### src/rtl/equiv_sweep_ctrl_pkg.sv
// Shared types and defaults for the equivalence sweep controller.
//   state_t    : sweep sequencer state encoding
//   N_IN_DEF   : default function input width
//   SETTLE_DEF : default settle delay in idle cycles
//   cnt_width  : bits needed to hold a value 0..max_val (minimum 1)
package equiv_sweep_ctrl_pkg;

    typedef enum logic [1:0] {
        ST_IDLE  = 2'd0,
        ST_WAIT  = 2'd1,
        ST_CHECK = 2'd2,
        ST_DONE  = 2'd3
    } state_t;

    localparam int unsigned N_IN_DEF   = 2;
    localparam int unsigned SETTLE_DEF = 1;

    function automatic int unsigned cnt_width(input int unsigned max_val);
        return (max_val == 0) ? 1 : $clog2(max_val + 1);
    endfunction

endpackage

### src/rtl/equiv_sweep_ctrl_settle_timer.sv
// Loadable down-counter with a zero flag; holds the settle delay between
// driving a vector and comparing the two function outputs.
//   i_clk  : rising-edge clock
//   i_rst  : synchronous active-high reset (count -> 0)
//   i_load : load the count with SETTLE
//   i_dec  : decrement by one, saturating at zero
//   o_zero : count is zero
module settle_timer
    import equiv_sweep_ctrl_pkg::*;
#(
    parameter int unsigned SETTLE = SETTLE_DEF
) (
    input  logic i_clk,
    input  logic i_rst,
    input  logic i_load,
    input  logic i_dec,
    output logic o_zero
);

    localparam int unsigned CW = cnt_width(SETTLE);

    logic [CW-1:0] r_cnt;

    // Load has priority over decrement; decrement stops at zero.
    always_ff @(posedge i_clk) begin
        if (i_rst) begin
            r_cnt <= '0;
        end else if (i_load) begin
            r_cnt <= CW'(SETTLE);
        end else if (i_dec && (r_cnt != '0)) begin
            r_cnt <= r_cnt - CW'(1);
        end
    end

    assign o_zero = (r_cnt == '0);

endmodule

### src/rtl/equiv_sweep_ctrl.sv
// Sweeps every N_IN-bit input vector through two implementations of the same
// Boolean function, compares their outputs after SETTLE idle cycles and
// reports the mismatch count, first failing vector and pass/fail.
//   clk, rst        : clock, synchronous active-high reset
//   start, abort    : begin a sweep (IDLE only) / cancel a sweep in progress
//   a_in, b_in      : outputs of implementations A and B
//   x_out           : registered test vector driven to both implementations
//   busy            : sweep in progress (WAIT or CHECK)
//   done            : one-cycle pulse on sweep completion
//   pass            : last completed sweep had no mismatches
//   mismatch_cnt    : mismatching vectors in the current/last sweep
//   fail_valid      : at least one mismatch recorded
//   first_fail_vec  : first vector that mismatched
module equiv_sweep_ctrl
    import equiv_sweep_ctrl_pkg::*;
#(
    parameter int unsigned N_IN   = N_IN_DEF,
    parameter int unsigned SETTLE = SETTLE_DEF
) (
    input  logic            clk,
    input  logic            rst,
    input  logic            start,
    input  logic            abort,
    input  logic            a_in,
    input  logic            b_in,
    output logic [N_IN-1:0] x_out,
    output logic            busy,
    output logic            done,
    output logic            pass,
    output logic [N_IN:0]   mismatch_cnt,
    output logic            fail_valid,
    output logic [N_IN-1:0] first_fail_vec
);

    state_t r_state;

    logic w_zero;
    logic w_load;
    logic w_dec;
    logic w_last;
    logic w_diff;

    assign w_last = &x_out;
    assign w_diff = a_in ^ b_in;

    // Reload the settle delay whenever a new vector is driven.
    assign w_load = ((r_state == ST_IDLE) && start) ||
                    ((r_state == ST_CHECK) && !abort && !w_last);
    assign w_dec  = (r_state == ST_WAIT) && !abort;

    settle_timer #(
        .SETTLE (SETTLE)
    ) u_timer (
        .i_clk  (clk),
        .i_rst  (rst),
        .i_load (w_load),
        .i_dec  (w_dec),
        .o_zero (w_zero)
    );

    // Sweep sequencer with registered outputs; abort beats any CHECK update.
    always_ff @(posedge clk) begin
        if (rst) begin
            r_state        <= ST_IDLE;
            x_out          <= '0;
            busy           <= 1'b0;
            done           <= 1'b0;
            pass           <= 1'b0;
            mismatch_cnt   <= '0;
            fail_valid     <= 1'b0;
            first_fail_vec <= '0;
        end else begin
            done <= 1'b0;
            case (r_state)
                ST_IDLE: begin
                    if (start) begin
                        x_out          <= '0;
                        mismatch_cnt   <= '0;
                        fail_valid     <= 1'b0;
                        first_fail_vec <= '0;
                        pass           <= 1'b0;
                        busy           <= 1'b1;
                        r_state        <= ST_WAIT;
                    end
                end
                ST_WAIT: begin
                    if (abort) begin
                        busy    <= 1'b0;
                        r_state <= ST_IDLE;
                    end else if (w_zero) begin
                        r_state <= ST_CHECK;
                    end
                end
                ST_CHECK: begin
                    if (abort) begin
                        busy    <= 1'b0;
                        r_state <= ST_IDLE;
                    end else begin
                        if (w_diff) begin
                            mismatch_cnt <= mismatch_cnt + (N_IN + 1)'(1);
                            if (!fail_valid) begin
                                first_fail_vec <= x_out;
                                fail_valid     <= 1'b1;
                            end
                        end
                        if (w_last) begin
                            busy    <= 1'b0;
                            done    <= 1'b1;
                            r_state <= ST_DONE;
                        end else begin
                            x_out   <= x_out + N_IN'(1);
                            r_state <= ST_WAIT;
                        end
                    end
                end
                ST_DONE: begin
                    // mismatch_cnt already includes the final CHECK here.
                    pass    <= (mismatch_cnt == '0);
                    r_state <= ST_IDLE;
                end
                default: begin
                    r_state <= ST_IDLE;
                end
            endcase
        end
    end

endmodule

### config.mk
export PLATFORM = sky130hd
export DESIGN_NAME = equiv_sweep_ctrl
export DESIGN_NICKNAME = d
export VERILOG_FILES = /design/src/rtl/equiv_sweep_ctrl_pkg.sv /design/src/rtl/equiv_sweep_ctrl_settle_timer.sv /design/src/rtl/equiv_sweep_ctrl.sv
export SDC_FILE = /design/constraint.sdc
export NUM_CORES = 1
export LEC_CHECK = 0
export BUFFER_PORTS_ARGS = -buffer_cell sky130_fd_sc_hd__buf_2
export CORE_AREA = 3 3 46 48
export CTS_CLUSTER_DIAMETER = 120
export DETAILED_ROUTE_END_ITERATION = 10
export DIE_AREA = 0 0 49 51
export GPL_TIMING_DRIVEN = 0
export PLACE_DENSITY_LB_ADDON = 0.15
export SYNTH_ARGS = -nofsm -noshare
export SYNTH_HDL_FRONTEND = slang
export SYNTH_SLANG_ARGS = --single-unit
export TNS_END_PERCENT = 10
### constraint.sdc
create_clock -name clk -period 1.8 [get_ports clk]
set_input_delay 0.18 -clock clk [delete_from_list [all_inputs] [get_ports clk]]
set_output_delay 0.18 -clock clk [all_outputs]
set_load 0.005 [all_outputs]
# Word level (Yosys, flattened, before mapping)
# Index checks and enable logic that the tools add are counted.
[totals] ff_bits=14
[op_classes] add_sub_neg=3 eq_ne=11 muxes=31 bitwise=2 reduce_logical=22
[op_table] op="two-way mux 2 bit" count=11
[op_table] op="inequality test 2 bit (second input constant)" count=6
[op_table] op="AND reduction 4 bit" count=3
[op_table] op="two-way mux 1 bit" count=10
[op_table] op="two-way mux 3 bit" count=3
[op_table] op="case mux 2 bit (2 select lines)" count=2
[op_table] op="case mux 2 bit (4 select lines)" count=1
[op_table] op="inequality test 3 bit (second input constant)" count=2
[op_table] op="case mux 3 bit (2 select lines)" count=1
[op_table] op="AND reduction 2 bit" count=3
[op_table] op="nonzero test 2 bit" count=3
[op_table] op="logical AND 1 bit" count=5
[op_table] op="AND reduction 5 bit" count=1
[op_table] op="equality test 2 bit (second input constant)" count=2
[op_table] op="case mux 1 bit (2 select lines)" count=2
[op_table] op="adder 3 x 1 -> 3 bit (second input constant)" count=1
[op_table] op="zero test 3 bit" count=1
[op_table] op="case mux 1 bit (3 select lines)" count=1
[op_table] op="nonzero test 3 bit" count=1
[op_table] op="OR reduction 3 bit" count=1
[op_table] op="adder 2 x 1 -> 2 bit (second input constant)" count=1
[op_table] op="equality test 2 x 1 -> 1 bit (second input constant)" count=1
[op_table] op="zero test 1 bit" count=2
[op_table] op="zero test 2 bit" count=1
[op_table] op="other kinds (4)" count=4

# Depth between registers and ports, before layout
# Gate-level depths: netlist of run 1.
[logic_depth] ltp_word=5 ltp_mapped=7

# Modules after synthesis
# Synthesis of run 1 repeated with hierarchy kept, for this count alone.
[unflattened] cells_unflattened=98 area_unflattened_um2=840.8
[by_module_without_submodules] mod="equiv_sweep_ctrl" instances=1 cells_per_inst=93 area_per_inst_um2=798.3
[by_module_without_submodules] mod="settle_timer" instances=1 cells_per_inst=5 area_per_inst_um2=42.5

# Worst setup path before layout of run 1
# Ideal clock, no wire load.
[synth_path] kind="register to register" startpoint="reg r_state[1]" endpoint="reg mismatch_cnt[2]" setup_ps=74 t_arrival_ps=1751 path_slack_ps=-25 stages_incl_launch_ff=7 n_path_buf=0 period_less_slack_ps=1825 cell_sequence="dfxtp_1 -> inv_1 -> ha_1 -> and2b_1 -> a211o_4 -> or4b_1 -> a31oi_1"
[synth_between] elab_chain_len=3 word_cells_on_any_way=8 cone_classes="4 x eq/ne; 1 x mux; 3 x reduce/logical"
[synth_lines] item="from (decl)" line="equiv_sweep_ctrl.sv:35" source="state_t r_state;"
[synth_lines] item="from (signal assigned)" line="equiv_sweep_ctrl.sv:64" source="r_state <= ST_IDLE;"
[synth_lines] item="from (signal assigned)" line="equiv_sweep_ctrl.sv:83" source="r_state <= ST_WAIT;"
[synth_lines] item="from (signal assigned)" line="equiv_sweep_ctrl.sv:89" source="r_state <= ST_IDLE;"
[synth_lines] item="equality test 2 bit / zero test 2 bit (equally long branches)" line="equiv_sweep_ctrl.sv:74" source="case (r_state)"
[synth_lines] item="inequality test 2 bit (no source line) / nonzero test 2 bit (equally long branches)"
[synth_lines] item="AND reduction 4 bit (no source line)"
[synth_lines] item="to (signal assigned)" line="equiv_sweep_ctrl.sv:100" source="mismatch_cnt <= mismatch_cnt + (N_IN + 1)'(1);"
[synth_lines] item="to (decl)" line="equiv_sweep_ctrl.sv:30" source="output logic [N_IN:0] mismatch_cnt,"
# Several ways; a longest one is shown, not always the timed one.
# A chain may end at the register's enable or synchronous reset.

# Worst setup path after layout of run 1
# Ends and elaborated chain as after synthesis.

==> results.tsv, run 1 <==
metric	value	unit
power share of the sequential group	48.6	%
overall track demand over capacity in global routing	16.5	%
fraction of layout cells with a size suffix above 1	32.2	%
warnings from Yosys	0	
Slew @ Worst Pin	0.467	ns
area of the die	0.00250	mm²
failing checks	setup timing	
Rel. slew slack	68.8	%
Lkg Pwr	0.433	nW
amount of wire on met2 after detailed routing	899	µm
count of buffers from port buffering	16	
via count of the first global-routing pass	752	
number of nets with antenna violations after detailed routing	0	
sequential cell area fraction in the yosys report	34.0	%
switching power summed over all nets	199	µW
grt ovf	0	
weighted congestion at the end of routability-driven global placement	0.752	
total negative slack	-0.0282	ns
RSZ-0062 raised after global routing	yes	
outcome	finished, violations left	
CTS clk-pin slew, worst paths	0.08	ns
cells traversed along the worst timing path	inv_2 > ha_4 > and2b_2 > a211o_4 > or4b_1 > a31oi_1	
Critical Path Slowest Stage Cell	sky130_fd_sc_hd__or4b_1	
number of DRC violations after detailed-routing iteration 0	9	
Finished Layout Cells	140	
Pins Over Slew Limit	0	
switching share of power	29.4	%
number of storage elements in the synthesis netlist	14	
commonest cells after routing, fill and taps aside	sky130_fd_sc_hd__buf_2 (18), sky130_fd_sc_hd__dfxtp_1 (12), sky130_fd_sc_hd__ha_1 (9)	
number of CTS-inserted buffers	3	
Top-Level Pins	17	
portion of the clock cycle consumed by the worst path in the final layout	101	%
number of antenna violations at the first check in global routing	0	
MaxCap Viol Count	0	
utilization after layout	58.6	%
row count	15	
Final Hold Fails	0	
achievable clock frequency	549	MHz
clock buffer depth	2	
CTS tree	yes	
largest net degree at the start of global routing	11	
critical path capture point type	flop	
areal power density over the cells	664	mW/mm²
Setup violations, final	2	
Peak VDD IR	0.428	mV
path class of the lowest-slack min-delay path	input pin to flop	
CTS H-tree lvls	1	
Setup crit start kind	flop	
combinational share of power	25.3	%
setup ws final	-0.0225	ns
arrival time reported for the critical path endpoint	2.03	ns
layout overhead on the synthesized area	24.0	%
critical path data required time	2.01	ns
core outline area	0.00175	mm²
final worst path period need	1.82	ns
Internal Pwr Total	479	µW
Final #Nets	133	
instance count of the mapped netlist	92	
highest cell delay on the worst timing path	0.47	ns
total routed wirelength	1.88	mm
Antenna Diode Count	0	
top routing layer in use	met4	
critical path type	flop to flop	
worst-skew pair later-pin latency	0.28	ns
clock group share of total power	26.0	%
Power, Total	678	µW
global-route wire length before repair	3.13	mm
drt drc	0	
syn avg cell area	8.96	µm²
wire length on met3	82	µm
Placed Cells incl. Taps	133	
hold buffer count at cts	0	
post-synth cell types	35	
Clock Root Buffer	sky130_fd_sc_hd__clkbuf_4	
die width	49	µm
total standard cell area after synthesis	825	µm²
total number of clock tree sinks	14	
wire length on met1	837	µm
via density per instance	5.39	
number of vias in the routed layout	755	
floorplan die height	51	µm
Routed WL per cell	13.4	µm
Clock Skews	0.00248	ns
TritonRoute pass-1 iters	4	
final HPWL from detailed placement	1.35	mm
post-synthesis net count	108	
commonest non-fill, non-tap cell in the layout	sky130_fd_sc_hd__buf_2	
Initial Util	47.2	%
highest fanout seen on the critical path	6	
## path summary, 6_finish.rpt
check | startpoint | endpoint | slack, ns | cells past startpoint
worst max-delay path | r_state[1] | mismatch_cnt[2] | -0.02 | 6
worst min-delay path | rst | r_state[0] | 0.14 | 2
worst min register to register | first_fail_vec[0] | first_fail_vec[0] | 0.48 | 2
worst max register to register | r_state[1] | mismatch_cnt[2] | -0.02 | 6
## cell families after synthesis
| family | synth area share (%) |
|---|---|
| AO/OA/AOI/OAI | 19.4 |
| multiplexers | 1.21 |
| AND/OR/NAND/NOR | 24.7 |
| XOR/XNOR | 1.06 |
| buffers and inverters | 4.40 |
| adder cells (fa/ha/maj) | 15.2 |
| flip-flops | 34.0 |
## registers in the layout, summed over array words and instances, names as in the netlist
register	cells
first_fail_vec	2
done	1
fail_valid	1
pass	1
busy	1
u_timer.r_cnt	1
x_out	2
r_state	2
mismatch_cnt	3
## final cells by class
| class | instances | area [µm²] |
|---|---|---|
| Fill cell | 176 | 723 |
| Sequential cell | 14 | 285 |
| Multi-Input combinational cell | 70 | 533 |
| Timing Repair Buffer | 20 | 110 |
| Clock buffer | 3 | 22.5 |
| Tap cell | 25 | 31.3 |
| Inverter | 4 | 15.0 |
| Buffer | 4 | 25.0 |
## routing by layer
metal	track usage (%)	vias to the layer above
li1	-	381
met1	18.9	347
met2	26.5	19
met3	4.37	8
met4	12.3	0
met5	0	-
## cells in the mapped netlist (all sizes together)
| cell | instances | area [µm²] |
|---|---|---|
| a2bb2oi | 1 | 8.76 |
| inv | 4 | 15.0 |
| nor4b | 1 | 8.76 |
| nor3 | 1 | 5.00 |
| nand2b | 3 | 18.8 |
| a21oi | 7 | 35.0 |
| nor2b | 1 | 6.26 |
| or4b | 2 | 20.0 |
| a22oi | 1 | 7.51 |
| nand4 | 1 | 6.26 |
| and2 | 1 | 6.26 |
| ha | 10 | 125 |
| clkbuf | 1 | 3.75 |
| nand4bb | 1 | 11.3 |
| o21ba | 1 | 10.0 |
| o21a | 1 | 7.51 |
| nand2 | 5 | 18.8 |
| nand3 | 4 | 20.0 |
| buf | 3 | 17.5 |
| nor3b | 2 | 15.0 |
| nor2 | 9 | 41.3 |
| a2111oi | 1 | 8.76 |
| and2b | 1 | 7.51 |
| a211o | 1 | 17.5 |
| nor4bb | 1 | 10.0 |
| mux2i | 1 | 10.0 |
| xnor2 | 1 | 8.76 |
| dfxtp | 14 | 280 |
| a221oi | 1 | 8.76 |
| o21ai | 7 | 35.0 |
| a211oi | 2 | 15.0 |
| nand4b | 1 | 8.76 |
| a31oi | 1 | 6.26 |
## stage by stage
step / instance area, µm² / hold slack (ns) / worst slack (ns)
floorplan: 828 / 0.253 / 0.0121
global placement: 940 / 0.434 / -0.0521
detailed placement: 940 / 0.434 / -0.105
CTS: 1010 / 0.118 / -0.0280
global route: 1020 / 0.137 / -0.0869
finish: 1020 / 0.137 / -0.0225
## worst max-delay path, delay by kind of cell, from the launching register on
family | cells | cell delay [ns]
AOI/OAI and AO/OA | 2 | 0.48
and+or+nand+nor | 2 | 0.68
DFF | 1 | 0.37
buffers and inverters | 1 | 0.06
adders and majority gates | 1 | 0.17
## repair_timing
item	4_1_cts	5_1_grt
endpoints found under the setup margin	5	8
resized for setup	6	3
buffers inserted	4	0
pin swaps	3	0
## power by group through the flow
stage	sequential [mW]	clock, mW	combinational, mW
final	0.330	0.176	0.172
after global routing	0.331	0.198	0.190
after CTS	0.330	0.184	0.168
after detailed placement	0.339	0	0.140
after global placement	0.338	0	0.137
after floorplan	0.338	0	0.103
Power figures use the tool's default switching activity.
==> inputs of run 2 (changes only) <==
CORE_AREA = 3 3 47 49   (was 3 3 46 48)
DIE_AREA = 0 0 50 52   (was 0 0 49 51)
SYNTH_HIERARCHICAL = 1   (was default)
==> run 2 against run 1 <==
Net effect:
- the flow now finishes without violations
- global-route usage up 0.076 points
- clock power up 36%
- utilization down 1.2 points
- power up 12%
- worst hold slack worse by 0.024 ns
==> results.tsv, run 2 <==
metric	value	unit	change
post-route cell area	0.00109	mm²	+6.7%
commonest non-fill, non-tap cell in the layout	sky130_fd_sc_hd__buf_2		
weighted congestion at the end of routability-driven global placement	0.758		+0.77%
drt drc	0		unchanged
commonest cells after routing, fill and taps aside	sky130_fd_sc_hd__buf_2 (17), sky130_fd_sc_hd__dfxtp_1 (12)		
Initial Util	44.2	%	-3.0 points
met3 capacity usage during global routing	2.87	%	-1.5 points
syn avg cell area	8.58	µm²	-4.3%
critical path type	flop to flop		
Top-Level Pins	17		unchanged
R2R setup slack	0.03	ns	+0.05 ns
Final Hold Fails	0		unchanged
CTS tree	yes		
cell accounting for the most synthesized area	sky130_fd_sc_hd__dfxtp_1		
via count of the first global-routing pass	730		-2.9%
placed instance area	962	µm²	+2.4%
layout overhead on the synthesized area	29.8	%	
outcome	completed		
core outline area	0.00190	mm²	+9.0%
number of vias in the routed layout	781		+3.4%
Largest register FFs	3		unchanged
TritonRoute pass-1 iters	4		unchanged
highest fanout seen on the critical path	6		unchanged
register containing the most flip-flops in the final layout	mismatch_cnt		
hold-critical path depth	2		unchanged
total routed wirelength	1.91	mm	+1.4%
worst-skew pair later-pin latency	0.29	ns	about the same
clock buffer depth	2		unchanged
row count	16		+1
highest cell delay on the worst timing path	0.47	ns	about the same
Slew @ Worst Pin	0.507	ns	+0.0398 ns
pre-CTS setup slack	-0.117	ns	-0.0116 ns
cells traversed along the worst timing path	inv_4 > ha_2 > buf_6 > nor2_1 > a211o_4 > or4b_1 > a31oi_1		
largest net degree at the start of global routing	11		unchanged
area of the die	0.00260	mm²	+4.0%
number of buffer and inverter stages on the critical path	2		+1
Setup crit start kind	flop		
dominant delay contributor by cell family on the critical path	simple AND/OR/NAND/NOR gates		
critical path capture point type	flop		
instance count of the mapped netlist	98		+6.5%
CTS clk-pin slew, worst paths	0.09	ns	about the same
number of synthesized flops with an enable pin	0		unchanged
Final #Nets	144		+8.3%
arrival time reported for the critical path endpoint	2.00	ns	-0.03 ns
Min-Delay Endpoint	u_timer/r_cnt		
flip-flop cell with the highest count after synthesis	sky130_fd_sc_hd__dfxtp_1		
number of DRC violations after detailed-routing iteration 0	14		+5
Reg2Reg Depth	7		+1
final HPWL from detailed placement	1.31	mm	-3.0%
HP Start	rst		
critical path data required time	2.03	ns	+0.02 ns
Reg-to-Reg End	mismatch_cnt[2]		
Sequential Area	285	µm²	unchanged
setup ws final	0.0254	ns	+0.0480 ns
Routed WL per cell	12.5	µm	-7.2%
overall track demand over capacity in global routing	16.6	%	+0.076 points
Peak VDD IR	0.405	mV	-5.2%
critical path depth	7		+1
Critical Path Slowest Stage Cell	sky130_fd_sc_hd__or4b_1		
Clock Root Buffer	sky130_fd_sc_hd__clkbuf_4		
portion of the clock cycle consumed by the worst path in the final layout	98.6	%	-2.7 points
share of the synthesized area in the top cell type	33.3	%	-0.66 points
layout filler cell count	175		-0.57%
path class of the lowest-slack min-delay path	input pin to flop		
achievable clock frequency	564	MHz	+2.7%
Lkg Pwr	0.492	nW	+14%
Clock Skews	0.00226	ns	-0.000227 ns
sequential cell area fraction in the yosys report	33.3	%	-0.66 points
total standard cell area after synthesis	841	µm²	+2.0%
Setup violations, final	0		-2
footprint of the multi-input gates	543	µm²	+1.9%
utilization after layout	57.4	%	-1.2 points
via density per instance	5.10		-5.3%
count leader, synth	sky130_fd_sc_hd__dfxtp_1		
post-synthesis async set-or-reset flop share	0	%	unchanged
Power, Total	761	µW	+12%
Antenna Diode Count	0		unchanged
Rel. slew slack	66.2	%	-2.6 points
floorplan die height	52	µm	+2.0%
Pins Over Slew Limit	0		unchanged
global-route wire length before repair	3.21	mm	+2.7%
met2 track demand over resource	28.3	%	+1.8 points
die width	50	µm	+2.0%
final worst path period need	1.77	ns	-0.0480 ns
Reg2Reg Launch Point	r_state[0]		
post-synthesis net count	115		+6.5%
largest cells by area after synthesis	sky130_fd_sc_hd__dfxtp_1 (33%), sky130_fd_sc_hd__ha_1 (16%), sky130_fd_sc_hd__a21oi_1 (4.8%), sky130_fd_sc_hd__o21ai_0 (4.8%), sky130_fd_sc_hd__inv_1 (3.1%)		
layer with the highest usage after global routing	met2		
total negative slack	0	ns	+0.0282 ns
MaxCap Viol Count	0		unchanged
number of nets with antenna violations after detailed routing	0		unchanged
fraction of layout cells with a size suffix above 1	32.5	%	+0.37 points
top post-synthesis cells by count	sky130_fd_sc_hd__dfxtp_1 (14), sky130_fd_sc_hd__ha_1 (11), sky130_fd_sc_hd__a21oi_1 (8), sky130_fd_sc_hd__o21ai_0 (8)		
count of buffers from port buffering	16		unchanged
CTS H-tree lvls	1		unchanged
total number of clock tree sinks	14		unchanged
number of storage elements in the synthesis netlist	14		unchanged
areal power density over the cells	698	mW/mm²	+5.1%
number of CTS-inserted buffers	3		unchanged
warnings from Yosys	6		+6
number of antenna violations at the first check in global routing	0		unchanged
grt ovf	0		unchanged
met1 Usage GRT	18.8	%	-0.037 points
RSZ-0062 raised after global routing	yes		
post-synth cell types	32		-8.6%
==> run 2: kinds of logic (layout without fill, tap and decap cells) <==
| kind of cell | count (synthesis) | after routing | share of synthesized area, % |
|---|---|---|---|
| buffers and inverters | 11 | 39 | 5.21 |
| AO/OA/AOI/OAI | 27 | 27 | 21.1 |
| AND/OR/NAND/NOR | 34 | 34 | 22.9 |
| flip-flops | 14 | 14 | 33.3 |
| XOR/XNOR | 1 | 1 | 1.04 |
| adder cells (fa/ha/maj) | 11 | 11 | 16.4 |
==> run 2: worst max-delay path by stage <==
stage / from / endpoint
final: r_state[0] / mismatch_cnt[2]
after detailed placement: r_state[1] / mismatch_cnt[2]
after floorplan: r_state[1] / mismatch_cnt[2]
after CTS: r_state[1] / mismatch_cnt[2]
after global routing: r_state[0] / mismatch_cnt[2]
after global placement: r_state[1] / mismatch_cnt[2]
==> run 2: final cells by class <==
cell class,count,share of cell area (%)
repair buffers,24,12.8
multi-input cells,73,49.8
plain buffers,4,2.18
flip-flops and latches,14,26.1
inverters,7,2.64
well taps,27,3.10
clock buffers,4,3.33
==> run 2: repair_timing <==
item,in CTS,in global routing
hold buffers,0,0
pin swaps,2,2
hold endpoints to repair,0,0
resized for setup,3,7
setup buffers,7,1
endpoints found under the setup margin,2,4
==> run 2: per-layer routing <==
| metal | share of wire (%) | wire length [µm] | vias to the layer above |
|---|---|---|---|
| met2 | 50 | 956 | 16 |
| met1 | 45 | 855 | 359 |
| met3 | 3.1 | 59 | 4 |
| met5 | 0 | 0 | - |
| met4 | 1.8 | 35 | 0 |
| li1 | - | - | 402 |
==> run 2: power breakdown <==
part	leakage (nW)	switching (mW)	internal, mW
logic	0.357	0.0964	0.0941
clock network	0.0210	0.117	0.123
registers	0.115	0.00905	0.322
total	0.492	0.222	0.539
==> run 2: through the flow <==
stage | hold slack, ns | std cells
global placement | 0.410 | 141
detailed placement | 0.419 | 141
global route | 0.115 | 153
floorplan | 0.242 | 98
finish | 0.113 | 153
CTS | 0.107 | 152
==> inputs of run 3 (changes only) <==
CORE_AREA = 4 4 48 50   (was 3 3 47 49)
DIE_AREA = 0 0 52 54   (was 0 0 50 52)
MAX_ROUTING_LAYER = met4   (was default)
==> run 3 against run 2 <==
Net effect:
- clock-buffer cell count decreased by 1
- register-to-register slack about the same
- worst hold slack better by 0.0029 ns
- clock skew fell by 0.0013 ns
- combinational power is 15% lower
- largest cell class unchanged
- wire length decreased by 2.5%
- power shrank 11%
- utilization fell by 2.8 points
- design area decreased by 4.9%
- via count down 2.2%
- critical path depth unchanged
- worst setup slack worse by 0.0089 ns
- highest routed layer unchanged
==> results.tsv, run 3 (synthesis gave the netlist of run 2 again) <==
metric	value	unit	change
Top-Level Pins	17		unchanged
largest net degree at the start of global routing	11		unchanged
MaxCap Viol Count	0		unchanged
path class of the lowest-slack min-delay path	input pin to flop		
CTS H-tree lvls	1		unchanged
die width	52	µm	+4.0%
number of antenna violations at the first check in global routing	0		unchanged
arrival time reported for the critical path endpoint	2.00	ns	about the same
Final Hold Fails	0		unchanged
clock buffer depth	2		unchanged
number of CTS-inserted buffers	3		unchanged
RSZ-0062 raised after global routing	yes		
dominant delay contributor by cell family on the critical path	simple AND/OR/NAND/NOR gates		
Peak VDD IR	0.376	mV	-7.1%
core outline area	0.00190	mm²	unchanged
number of vias in the routed layout	764		-2.2%
hold_ws	0.116	ns	+0.00291 ns
grt ovf	0		unchanged
register containing the most flip-flops in the final layout	mismatch_cnt		
weighted congestion at the end of routability-driven global placement	0.763		+0.70%
outcome	completed		
TritonRoute pass-1 iters	4		unchanged
portion of the clock cycle consumed by the worst path in the final layout	99.1	%	+0.49 points
Slew @ Worst Pin	0.478	ns	-0.0290 ns
number of DRC violations after detailed-routing iteration 0	15		+1
total negative slack	0	ns	unchanged
CTS tree	yes		
critical path data required time	2.02	ns	about the same
worst-skew pair later-pin latency	0.29	ns	about the same
number of nets with antenna violations after detailed routing	0		unchanged
footprint of the multi-input gates	523	µm²	-3.7%
commonest cells after routing, fill and taps aside	sky130_fd_sc_hd__buf_2 (17), sky130_fd_sc_hd__dfxtp_1 (12), sky130_fd_sc_hd__ha_1 (10)		
Final #Nets	141		-2.1%
Setup crit start kind	flop		
achievable clock frequency	561	MHz	-0.50%
final HPWL from detailed placement	1.32	mm	+0.92%
Clock Root Buffer	sky130_fd_sc_hd__clkbuf_4		
Antenna Diode Count	0		unchanged
number of buffer and inverter stages on the critical path	2		unchanged
fraction of layout cells with a size suffix above 1	27.9	%	-4.7 points
via count of the first global-routing pass	665		-8.9%
CTS clk-pin slew, worst paths	0.08	ns	about the same
Routed WL per cell	12.5	µm	+0.15%
placed instance area	962	µm²	unchanged
post-route cell area	0.00104	mm²	-4.9%
overall track demand over capacity in global routing	15.7	%	-0.89 points
areal power density over the cells	654	mW/mm²	-6.3%
Critical Path Slowest Stage Cell	sky130_fd_sc_hd__or4b_1		
commonest non-fill, non-tap cell in the layout	sky130_fd_sc_hd__buf_2		
highest fanout seen on the critical path	5		-1
total routed wirelength	1.86	mm	-2.5%
count of buffers from port buffering	16		unchanged
layout filler cell count	197		+13%
total number of clock tree sinks	14		unchanged
final worst path period need	1.78	ns	+0.00888 ns
area of the die	0.00281	mm²	+8.0%
Setup violations, final	0		unchanged
Sequential Area	288	µm²	+0.88%
layout overhead on the synthesized area	23.4	%	
via density per instance	5.13		+0.45%
row count	16		unchanged
Lkg Pwr	0.466	nW	-5.5%
critical path capture point type	flop		
critical path type	flop to flop		
floorplan die height	54	µm	+3.8%
hold buffer count at cts	0		unchanged
highest cell delay on the worst timing path	0.46	ns	about the same
global-route wire length before repair	2.95	mm	-7.9%
drt drc	0		unchanged
cells traversed along the worst timing path	inv_4 > ha_1 > buf_6 > nor2_1 > a211o_4 > or4b_1 > a31oi_1		
Initial Util	44.2	%	unchanged
Pins Over Slew Limit	0		unchanged
Rel. slew slack	68.1	%	+1.9 points
Clock Skews	0.000964	ns	-0.00129 ns
Largest register FFs	3		unchanged
-- run 3: worst reg2reg max path, stage by stage (launching register included) --
cell and delay (ns):
sky130_fd_sc_hd__dfxtp_4 0.37, sky130_fd_sc_hd__inv_4 0.07, sky130_fd_sc_hd__ha_1 0.16, sky130_fd_sc_hd__buf_6 0.12, sky130_fd_sc_hd__nor2_1 0.06, sky130_fd_sc_hd__a211o_4 0.34, sky130_fd_sc_hd__or4b_1 0.46, sky130_fd_sc_hd__a31oi_1 0.13
-- run 3: cell type report --
type	count	share of cell area [%]
clock buffer	3	2.17
sequential	14	27.7
buffer	4	2.29
inverter	7	2.77
timing repair buffer	21	11.3
tap	27	3.26
multi-input combinational	73	50.4
-- run 3: final timing paths --
path	end	cells past startpoint	from	slack [ns]
max	mismatch_cnt[2]	7	r_state[0]	0.02
min	u_timer/r_cnt	2	rst	0.12
max reg2reg	mismatch_cnt[2]	7	r_state[0]	0.02
min reg2reg	first_fail_vec[1]	2	first_fail_vec[1]	0.48
-- run 3: power by group --
| group | switching (mW) | internal [mW] |
|---|---|---|
| clock network | 0.106 | 0.0780 |
| logic | 0.0871 | 0.0756 |
| registers | 0.00981 | 0.322 |
-- run 3: routing by layer --
metal  track usage, %  vias to the layer above  wire (µm)
li1                 -                      393          -
met1             16.3                      354        838
met2             26.2                       12        908
met3             3.32                        5         59
met4             11.8                        0         53
met5                -                        -          0
-- run 3: repair_timing --
item | CTS | global route
buffers inserted | 5 | 0
gates resized for setup | 5 | 1
setup endpoints to repair | 2 | 4
pin swaps | 2 | 1
-- run 3: metrics by stage --
step	util (%)	cells	power (mW)	setup WS (ns)
detailed placement	50.6	141	0.482	-0.0943
global route	54.5	149	0.719	-0.0702
global placement	50.6	141	0.479	-0.0831
floorplan	-	98	0.443	0.0136
finish	54.5	149	0.678	0.0166
CTS	54.5	149	0.679	0.0175
